## config.mk

```make
export PLATFORM = sky130hd
export DESIGN_NAME = gpio_input_conditioner
export DESIGN_NICKNAME = d
export VERILOG_FILES = /design/src/rtl/gpio_input_conditioner_pkg.sv /design/src/rtl/gpio_input_conditioner_pin_debounce.sv /design/src/rtl/gpio_input_conditioner.sv
export SDC_FILE = /design/constraint.sdc
export NUM_CORES = 1
export LEC_CHECK = 0
export CORE_MARGIN = 2
export CORE_UTILIZATION = 53
export DETAILED_ROUTE_END_ITERATION = 12
export PLACE_DENSITY = 0.84
export SETUP_SLACK_MARGIN = 0.3
export SYNTH_ARGS = -nofsm -noshare
export SYNTH_HDL_FRONTEND = slang
export SYNTH_SLANG_ARGS = --single-unit
```

## constraint.sdc

```tcl
create_clock -name clk -period 5.55 [get_ports clk]
set_input_delay 1.665 -clock clk [delete_from_list [all_inputs] [get_ports clk]]
set_output_delay 1.665 -clock clk [all_outputs]
set_load 0.01 [all_outputs]
```

## src/rtl/gpio_input_conditioner_pkg.sv

```systemverilog
// -----------------------------------------------------------------------------
// gpio_input_conditioner_pkg
// Shared definitions for the GPIO input conditioner: edge-mode encodings,
// control register bit positions and the reserved-bit mask of the control
// register.
// -----------------------------------------------------------------------------
package gpio_input_conditioner_pkg;

  typedef enum logic [1:0] {
    EDGE_ANY  = 2'b00,
    EDGE_FALL = 2'b01,
    EDGE_RISE = 2'b10,
    EDGE_NONE = 2'b11
  } edge_mode_e;

  localparam int EDGE_MODE_LSB = 0;
  localparam int DB_EN_BIT     = 7;

  // Bits 6:2 are not stored and always read back as 0.
  localparam logic [7:0] CTRL_RESERVED_MASK = 8'h7C;

endpackage

```

## src/rtl/gpio_input_conditioner_pin_debounce.sv

```systemverilog
// -----------------------------------------------------------------------------
// pin_debounce
// Single-bit conditioner: SYNC_STAGES-deep synchroniser followed by a
// persistence filter. A new synchronised level must be seen on
// DEBOUNCE_CYCLES consecutive edges before it is accepted into 'stable'.
// With bypass high the filter is skipped and the counter is held at 0.
//
// Ports:
//   clk       in   system clock
//   reset     in   asynchronous, active-high reset
//   pin_async in   raw pin level, asynchronous to clk
//   bypass    in   1: stable follows the synchroniser output every edge
//   stable    out  conditioned level
// -----------------------------------------------------------------------------
module pin_debounce
  import gpio_input_conditioner_pkg::*;
#(
  parameter int SYNC_STAGES     = 2,
  parameter int DEBOUNCE_CYCLES = 4
) (
  input  logic clk,
  input  logic reset,
  input  logic pin_async,
  input  logic bypass,
  output logic stable
);

  localparam int CNT_W = $clog2(DEBOUNCE_CYCLES);
  localparam logic [CNT_W-1:0] CNT_MAX = CNT_W'(DEBOUNCE_CYCLES - 1);

  logic [SYNC_STAGES-1:0] sync_q;
  logic                   sync;
  logic [CNT_W-1:0]       cnt_q;

  assign sync = sync_q[SYNC_STAGES-1];

  always_ff @(posedge clk or posedge reset) begin
    if (reset) begin
      sync_q <= '0;
      cnt_q  <= '0;
      stable <= 1'b0;
    end else begin
      sync_q <= {sync_q[SYNC_STAGES-2:0], pin_async};
      if (bypass) begin
        // Any partial count is discarded when switching into bypass.
        stable <= sync;
        cnt_q  <= '0;
      end else if (sync == stable) begin
        cnt_q <= '0;
      end else if (cnt_q == CNT_MAX) begin
        stable <= sync;
        cnt_q  <= '0;
      end else begin
        cnt_q <= cnt_q + CNT_W'(1);
      end
    end
  end

endmodule

```

## src/rtl/gpio_input_conditioner.sv

```systemverilog
// -----------------------------------------------------------------------------
// gpio_input_conditioner
// Conditions asynchronous external pin levels into the PIN register value,
// detects configurable edges on the conditioned level, latches them into a
// write-1-to-clear flag register and raises irq for unmasked flags.
//
// Ports:
//   clk                in   system clock
//   reset              in   asynchronous, active-high reset
//   pin_input_data     in   raw pin levels (WIDTH), asynchronous to clk
//   mask_write_enable  in   mask register write strobe
//   mask_input         in   mask write data (WIDTH)
//   ctrl_write_enable  in   control register write strobe
//   ctrl_input         in   control write data (8): [1:0] edge mode, [7] DB_EN
//   flag_write_enable  in   flag register write strobe (write-1-to-clear)
//   flag_input         in   flag clear data (WIDTH)
//   pin_output         out  conditioned pin value
//   mask_output        out  mask register
//   ctrl_output        out  control register (reserved bits read 0)
//   flag_output        out  edge flag register
//   irq                out  OR of (flag_output AND mask_output)
// -----------------------------------------------------------------------------
module gpio_input_conditioner
  import gpio_input_conditioner_pkg::*;
#(
  parameter int WIDTH           = 8,
  parameter int SYNC_STAGES     = 2,
  parameter int DEBOUNCE_CYCLES = 4
) (
  input  logic             clk,
  input  logic             reset,
  input  logic [WIDTH-1:0] pin_input_data,
  input  logic             mask_write_enable,
  input  logic [WIDTH-1:0] mask_input,
  input  logic             ctrl_write_enable,
  input  logic [7:0]       ctrl_input,
  input  logic             flag_write_enable,
  input  logic [WIDTH-1:0] flag_input,
  output logic [WIDTH-1:0] pin_output,
  output logic [WIDTH-1:0] mask_output,
  output logic [7:0]       ctrl_output,
  output logic [WIDTH-1:0] flag_output,
  output logic             irq
);

  logic [WIDTH-1:0] stable;
  logic [WIDTH-1:0] stable_d;
  logic [WIDTH-1:0] mask_q;
  logic [7:0]       ctrl_q;
  logic [WIDTH-1:0] flag_q;
  logic [WIDTH-1:0] rise;
  logic [WIDTH-1:0] fall;
  logic [WIDTH-1:0] evt;
  logic [WIDTH-1:0] clr;
  logic             bypass;
  edge_mode_e       edge_mode;

  assign bypass    = ~ctrl_q[DB_EN_BIT];
  assign edge_mode = edge_mode_e'(ctrl_q[EDGE_MODE_LSB +: 2]);

  for (genvar i = 0; i < WIDTH; i++) begin : g_pin
    pin_debounce #(
      .SYNC_STAGES     (SYNC_STAGES),
      .DEBOUNCE_CYCLES (DEBOUNCE_CYCLES)
    ) u_pin_debounce (
      .clk       (clk),
      .reset     (reset),
      .pin_async (pin_input_data[i]),
      .bypass    (bypass),
      .stable    (stable[i])
    );
  end

  always_comb begin
    rise = stable & ~stable_d;
    fall = ~stable & stable_d;
    clr  = flag_write_enable ? flag_input : '0;
    case (edge_mode)
      EDGE_ANY:  evt = rise | fall;
      EDGE_FALL: evt = fall;
      EDGE_RISE: evt = rise;
      default:   evt = '0;
    endcase
  end

  // Edge-detect delay stage and register file
  always_ff @(posedge clk or posedge reset) begin
    if (reset) begin
      stable_d <= '0;
      mask_q   <= '0;
      ctrl_q   <= '0;
      flag_q   <= '0;
    end else begin
      stable_d <= stable;
      if (mask_write_enable) mask_q <= mask_input;
      if (ctrl_write_enable) ctrl_q <= ctrl_input & ~CTRL_RESERVED_MASK;
      // OR-ing the new events after the clear lets a same-cycle set win.
      flag_q <= (flag_q & ~clr) | evt;
    end
  end

  assign pin_output  = stable;
  assign mask_output = mask_q;
  assign ctrl_output = ctrl_q;
  assign flag_output = flag_q;
  assign irq         = |(flag_q & mask_q);

endmodule

```

# Word level (Yosys, flattened, before mapping)

Cells that the tools add are included.

Reduce and logical (&&, ||, !) cells: 10
Equality and inequality tests: 34
Div/mod/pow operators: 0
Bitwise gates (word level): 9
Muxes and demuxes: 50
$lt $le $gt $ge: 0
$add $sub $neg: 8
Multiply operators: 0
Shift operators: 0

Operators by type and width:

| operator              | number |
|---|---|
| $mux W2               | 24 |
| $and A8 B8 Y8         | 4 |
| $mux W1               | 24 |
| $not A8 Y8            | 3 |
| $pmux W8 S3           | 1 |
| $eq A2 B2 Y1 const B  | 9 |
| $add A2 B1 Y2 const B | 8 |
| $ne A2 B1 Y1 const B  | 8 |
| $ne A2 B2 Y1 const B  | 8 |
| $or A8 B8 Y8          | 2 |
| $reduce_and A2 Y1     | 8 |
| $eq A1 B1 Y1          | 8 |
| $mux W8               | 1 |
| $reduce_or A8 Y1      | 1 |
| $eq A2 B1 Y1 const B  | 1 |
| $logic_not A2 Y1      | 1 |

Bits in read-only memories: 0
Bits in registers: 67
Latch bits: 0
Word-level logic and storage cells: 139
RAM bits: 0
Memories: 0

# Logic depth before layout (Yosys ltp)

Word-level depth: 5
Mapped depth: 5
Gate-level depth less buffers: 5

# By module

From an unflattened synthesis, not the netlist that was laid out.

Cell total of the unflattened synthesis: 226
Area total of the unflattened synthesis: 2826.5 µm²

By module, submodules not included:

| module                 | times used | area an instance (µm²) | cells an instance | seq. area each (µm²) |
|---|---|---|---|---|
| pin_debounce           | 8          | 178.9                  | 12                | 125.1 |
| gpio_input_conditioner | 1          | 1395.1                 | 130               | 675.6 |

# Worst setup path before layout

Ideal clock, no wire load.

Path type: flip-flop to output port
From: reg mask_q[3] (netlist: mask_output[3])
To: out irq
Path slack: 3.137 ns
Cell stages (with the launch flop): 3
Buffers on the path: 0
Arrival time: 0.748 ns
Cell sequence: dfrtp_1 -> a22oi_1 -> nand4_1

Longest elaborated chain between the ends: 2

RTL lines:

| item                     | RTL line                      | text |
|---|---|---|
| start: declaration       | gpio_input_conditioner.sv:48  | `logic [WIDTH-1:0] mask_q;` |
| start signal: assignment | gpio_input_conditioner.sv:95  | `if (mask_write_enable) mask_q <= mask_input;` |
| $and A8 B8 Y8            | gpio_input_conditioner.sv:106 | `assign irq = \|(flag_q & mask_q);` |
| $reduce_or A8 Y1         | gpio_input_conditioner.sv:106 |  |
| end: declaration         | gpio_input_conditioner.sv:43  | `output logic irq` |

No other way between the ends.

# Worst setup path in the final report

From: reg ctrl_q[1] (netlist: ctrl_output[1])
To: out ctrl_output[1]

RTL lines:

| item                     | RTL line                     | text |
|---|---|---|
| start: declaration       | gpio_input_conditioner.sv:49 | `logic [7:0] ctrl_q;` |
| start signal: assignment | gpio_input_conditioner.sv:96 | `if (ctrl_write_enable) ctrl_q <= ctrl_input & ~CTRL_RESERVED_MASK;` |
| end: declaration         | gpio_input_conditioner.sv:41 | `output logic [7:0] ctrl_output,` |

No word-level cell between the ends.

==> metrics list <==
* Run status: finished, final reports clean
* Share of final-layout standard cells stronger than drive strength 1: approximately a tenth
* Worst endpoint data arrival time: 1.74 ns
- Total of buffers placed on input and output ports: 59
* Violation count after the first detailed-routing iteration: between 100 and 150
- Worst Skew: ~0.0071 ns
* Post-route DRC: 0
- Vias in the first global route: 1886
* Sequential share of the synthesized area: around three fifths
- Routed vias/inst: ~5
- The max-slew violation total from the final report is 0.
- Number of diodes added for antenna fixing: 0
* Clock input transition at the sequential cells of the worst setup and hold paths: roughly 0.07 ns
- The share of synthesized area in the top cell type comes to between 50% and 60%.
- Yosys mapped a number of flops with a built-in enable equal to 0.
* Min cycle time layout: around 3.4 ns
- Antenna violations before repair: 0
- In the synthesized netlist, the number of instances is between 200 and 250.
- FP Rows: 26
* Die span in y: between 70 and 80 um
- Together, buffers and inverters on the worst path number 1.
- The kind of cell with the highest combined delay along the critical path is flip-flops.
- Of all flip-flops after synthesis, the portion carrying an async set or reset was 100%.
- Leaving out filler cells and counting taps, the final layout contains 369.
- Post-CTS repair changed the size of 0 cells.
* Final setup vio count: 0
- Post-detailed-placement cell area: 3420 um^2
- Number of cells on the critical path: 1
* Dominant cell type by area after synthesis: sky130_fd_sc_hd__dfrtp_1
- The setup check on the worst reg-to-reg path leaves a slack of 4.17 ns.
- Netlist area before placement: 2860 um^2
* Required time reported for the critical path endpoint: between 3 and 4 ns
* Worst VDD drop: roughly 0.18 mV
- For this run, the total global-route usage over all layers was measured as a little under a fifth.
- Core utilization of the finished layout: 69.4%
- First-pass DRT Iterations: 4
- Total Negative Setup Slacks: 0 ns
* Total congestion overflow: 0
- CTS root buf: sky130_fd_sc_hd__clkbuf_8
- After the last flow step, the layout net total stands at around 360.
* Number of endpoints with negative hold slack in the final report: 0
- Routability-driven placement finished with a final weighted congestion of ~0.74.
- The number of setup buffers added after CTS is 0.
* Highest cell delay on the worst timing path: ~0.75 ns
* Post-synthesis area per instance: 12.0 um^2
- Capture point of the critical path: ctrl_output[1]
- Synth-to-Final Area Change: 25.5%
- The signal on the critical path passes through clkdlybuf4s50_1.
- Post-route cell area: 3590 um^2
* Average wire per standard cell: ~14 um
- LEAKAGE: 1.70 nW
* Total Wirelength: about 5.0 mm
- Pin count of the biggest net entering global routing: 35
- In this run the power density over the cells is approximately 340 nW/um^2.
* Clock Latency Late Sink: roughly 0.33 ns
* Critical register-to-register path startpoint: ctrl_output[1]$_DFFE_PP0P_
- After detailed placement, the design holds a cell count of 353.
* Cell types occupying the most area after synthesis: sky130_fd_sc_hd__dfrtp_1 (59%), sky130_fd_sc_hd__ha_1 (11%), sky130_fd_sc_hd__mux2_2 (4.3%), sky130_fd_sc_hd__buf_4 (3.9%), sky130_fd_sc_hd__a22oi_1 (3.2%)
- Leading cell types by count after synthesis: sky130_fd_sc_hd__dfrtp_1 (67), sky130_fd_sc_hd__ha_1 (24), sky130_fd_sc_hd__nand2_1 (21)
- Max-cap violations in this run came to 0.
* Largest fanout on the critical path: 19
* Level count of the clock H-tree: 3
- Depth of the worst register-to-register path: 3
- For the pin with the worst max-slew slack, the measured transition is about 0.66 ns.
* Crit path capture type: output pin
* Final clock period utilization by the worst path: 61.3%
* PnR Total Power: 1.24 mW
- Critical Path Slowest Stage Cell: sky130_fd_sc_hd__dfrtp_1
- Most instantiated flip-flop cell in the synthesis netlist: sky130_fd_sc_hd__dfrtp_1
- #FFs+latches synth: 67
* Clock buffer count from CTS: 9
- Measured along the x axis, the die boundary spans slightly below 80 um.
- By instance count, the leading cell after synthesis is sky130_fd_sc_hd__dfrtp_1.
- Type of the worst setup path: reg2out
* Warnings from Yosys: 0
- Clock Path Buffers: 2
- Number of nets with antenna violations after routing: 0
- After clock tree synthesis, the flow added hold-fix buffers numbering 0.
- Max transition margin: 55.7%
* Post-synth cell types: 24
- Endpoint of the lowest-slack register-to-register path: flag_output[0]$_DFF_PP0_
- Number of sinks on the clock net: 67
- Worst min-delay path class: reg2reg
- Global-route wire length before repair: 8.78 mm
- Once the floorplan was initialized, standard cells occupied 55.3% of the core.
- In this run the worst setup path begins at ctrl_output[1]$_DFFE_PP0P_.
- Top-Level Pins: 70
- The total area inside the core boundary comes to roughly 5200 um^2.
* Hold WS: 0.349 ns
- The routed layout has ~1900 vias.
- DP Wirelength: around 3.7 mm
* Achievable clock frequency: slightly below 300 MHz
* Worst setup slack before clock tree synthesis: ~2.5 ns
- Critical Path Source Type: flop
- Setup repair after global routing left no endpoint under its margin.
* Fill cells: 363
* TritonCTS clock tree: done
* Setup WS post-layout: ~2.1 ns
- Area enclosed by the die boundary: between 5000 and 6000 um^2
-- report_power, final --
group | internal [mW] | switching [mW]
clock network | 0.186 | 0.167
logic | 0.149 | 0.113
registers | 0.556 | 0.0642
total | 0.891 | 0.345
-- cell families after synthesis --
| group | after synthesis | synth area share, % |
|---|---|---|
| flops | 67 | 58.6 |
| simple gates | 55 | 9.32 |
| compound gates | 36 | 7.35 |
| buf+inv | 36 | 7.26 |
| fa+ha+maj | 24 | 10.5 |
| mux | 11 | 4.33 |
| xor+xnor | 8 | 2.45 |
| other cells | 1 | 0.131 |
-- layout by cell type (no fill, tap or decap), types with 7 or more instances in the layout --
cell type	instances
sky130_fd_sc_hd__o21ai_0	15
sky130_fd_sc_hd__dfrtp_1	67
sky130_fd_sc_hd__a22oi_1	12
sky130_fd_sc_hd__nand2_1	21
sky130_fd_sc_hd__nor2_1	13
sky130_fd_sc_hd__nand2b_1	7
sky130_fd_sc_hd__clkbuf_8	11
sky130_fd_sc_hd__clkdlybuf4s50_1	59
sky130_fd_sc_hd__inv_1	16
sky130_fd_sc_hd__a21oi_1	8
sky130_fd_sc_hd__ha_1	24
sky130_fd_sc_hd__mux2_2	11
-- state kept, by name, indices dropped and copies added (netlist names) --
| register | cells |
|---|---|
| ctrl_output | 3 |
| flag_output | 8 |
| g_pin.u_pin_debounce.cnt_q | 16 |
| g_pin.u_pin_debounce.stable | 8 |
| g_pin.u_pin_debounce.sync_q | 16 |
| mask_output | 8 |
| stable_d | 8 |
-- worst min path at each step --
stage / start / end / slack (ns) / cells past startpoint
floorplan: g_pin[0].u_pin_debounce.sync_q[0]$_DFF_PP0_ / g_pin[0].u_pin_debounce.sync_q[1]$_DFF_PP0_ / 0.33 / 0
global route: g_pin[4].u_pin_debounce.sync_q[0]$_DFF_PP0_ / g_pin[4].u_pin_debounce.sync_q[1]$_DFF_PP0_ / 0.36 / 0
CTS: g_pin[6].u_pin_debounce.sync_q[0]$_DFF_PP0_ / g_pin[6].u_pin_debounce.sync_q[1]$_DFF_PP0_ / 0.35 / 0
detailed placement: g_pin[6].u_pin_debounce.sync_q[0]$_DFF_PP0_ / g_pin[6].u_pin_debounce.sync_q[1]$_DFF_PP0_ / 0.34 / 0
global placement: g_pin[2].u_pin_debounce.sync_q[0]$_DFF_PP0_ / g_pin[2].u_pin_debounce.sync_q[1]$_DFF_PP0_ / 0.33 / 0
finish: g_pin[6].u_pin_debounce.sync_q[0]$_DFF_PP0_ / g_pin[6].u_pin_debounce.sync_q[1]$_DFF_PP0_ / 0.35 / 0
-- layout make-up --
cell class / count / area [um^2] / area share, %
Timing Repair Buffer: 60 / 598 / 16.7
Clock buffer: 14 / 163 / 4.53
Inverter: 17 / 63.8 / 1.78
Tap cell: 70 / 87.6 / 2.44
Clock inverter: 2 / 10.0 / 0.279
Sequential cell: 67 / 1680 / 46.7
Multi-Input combinational cell: 139 / 990 / 27.6
-- layer usage --
layer,vias to the layer above,GRT usage (%),routed length (um)
li1,886,-,-
met1,898,24.8,2280
met2,57,30.0,2370
met3,9,5.47,285
met4,0,7.68,95
met5,-,0,0
(Power assumes the default switching activity.)
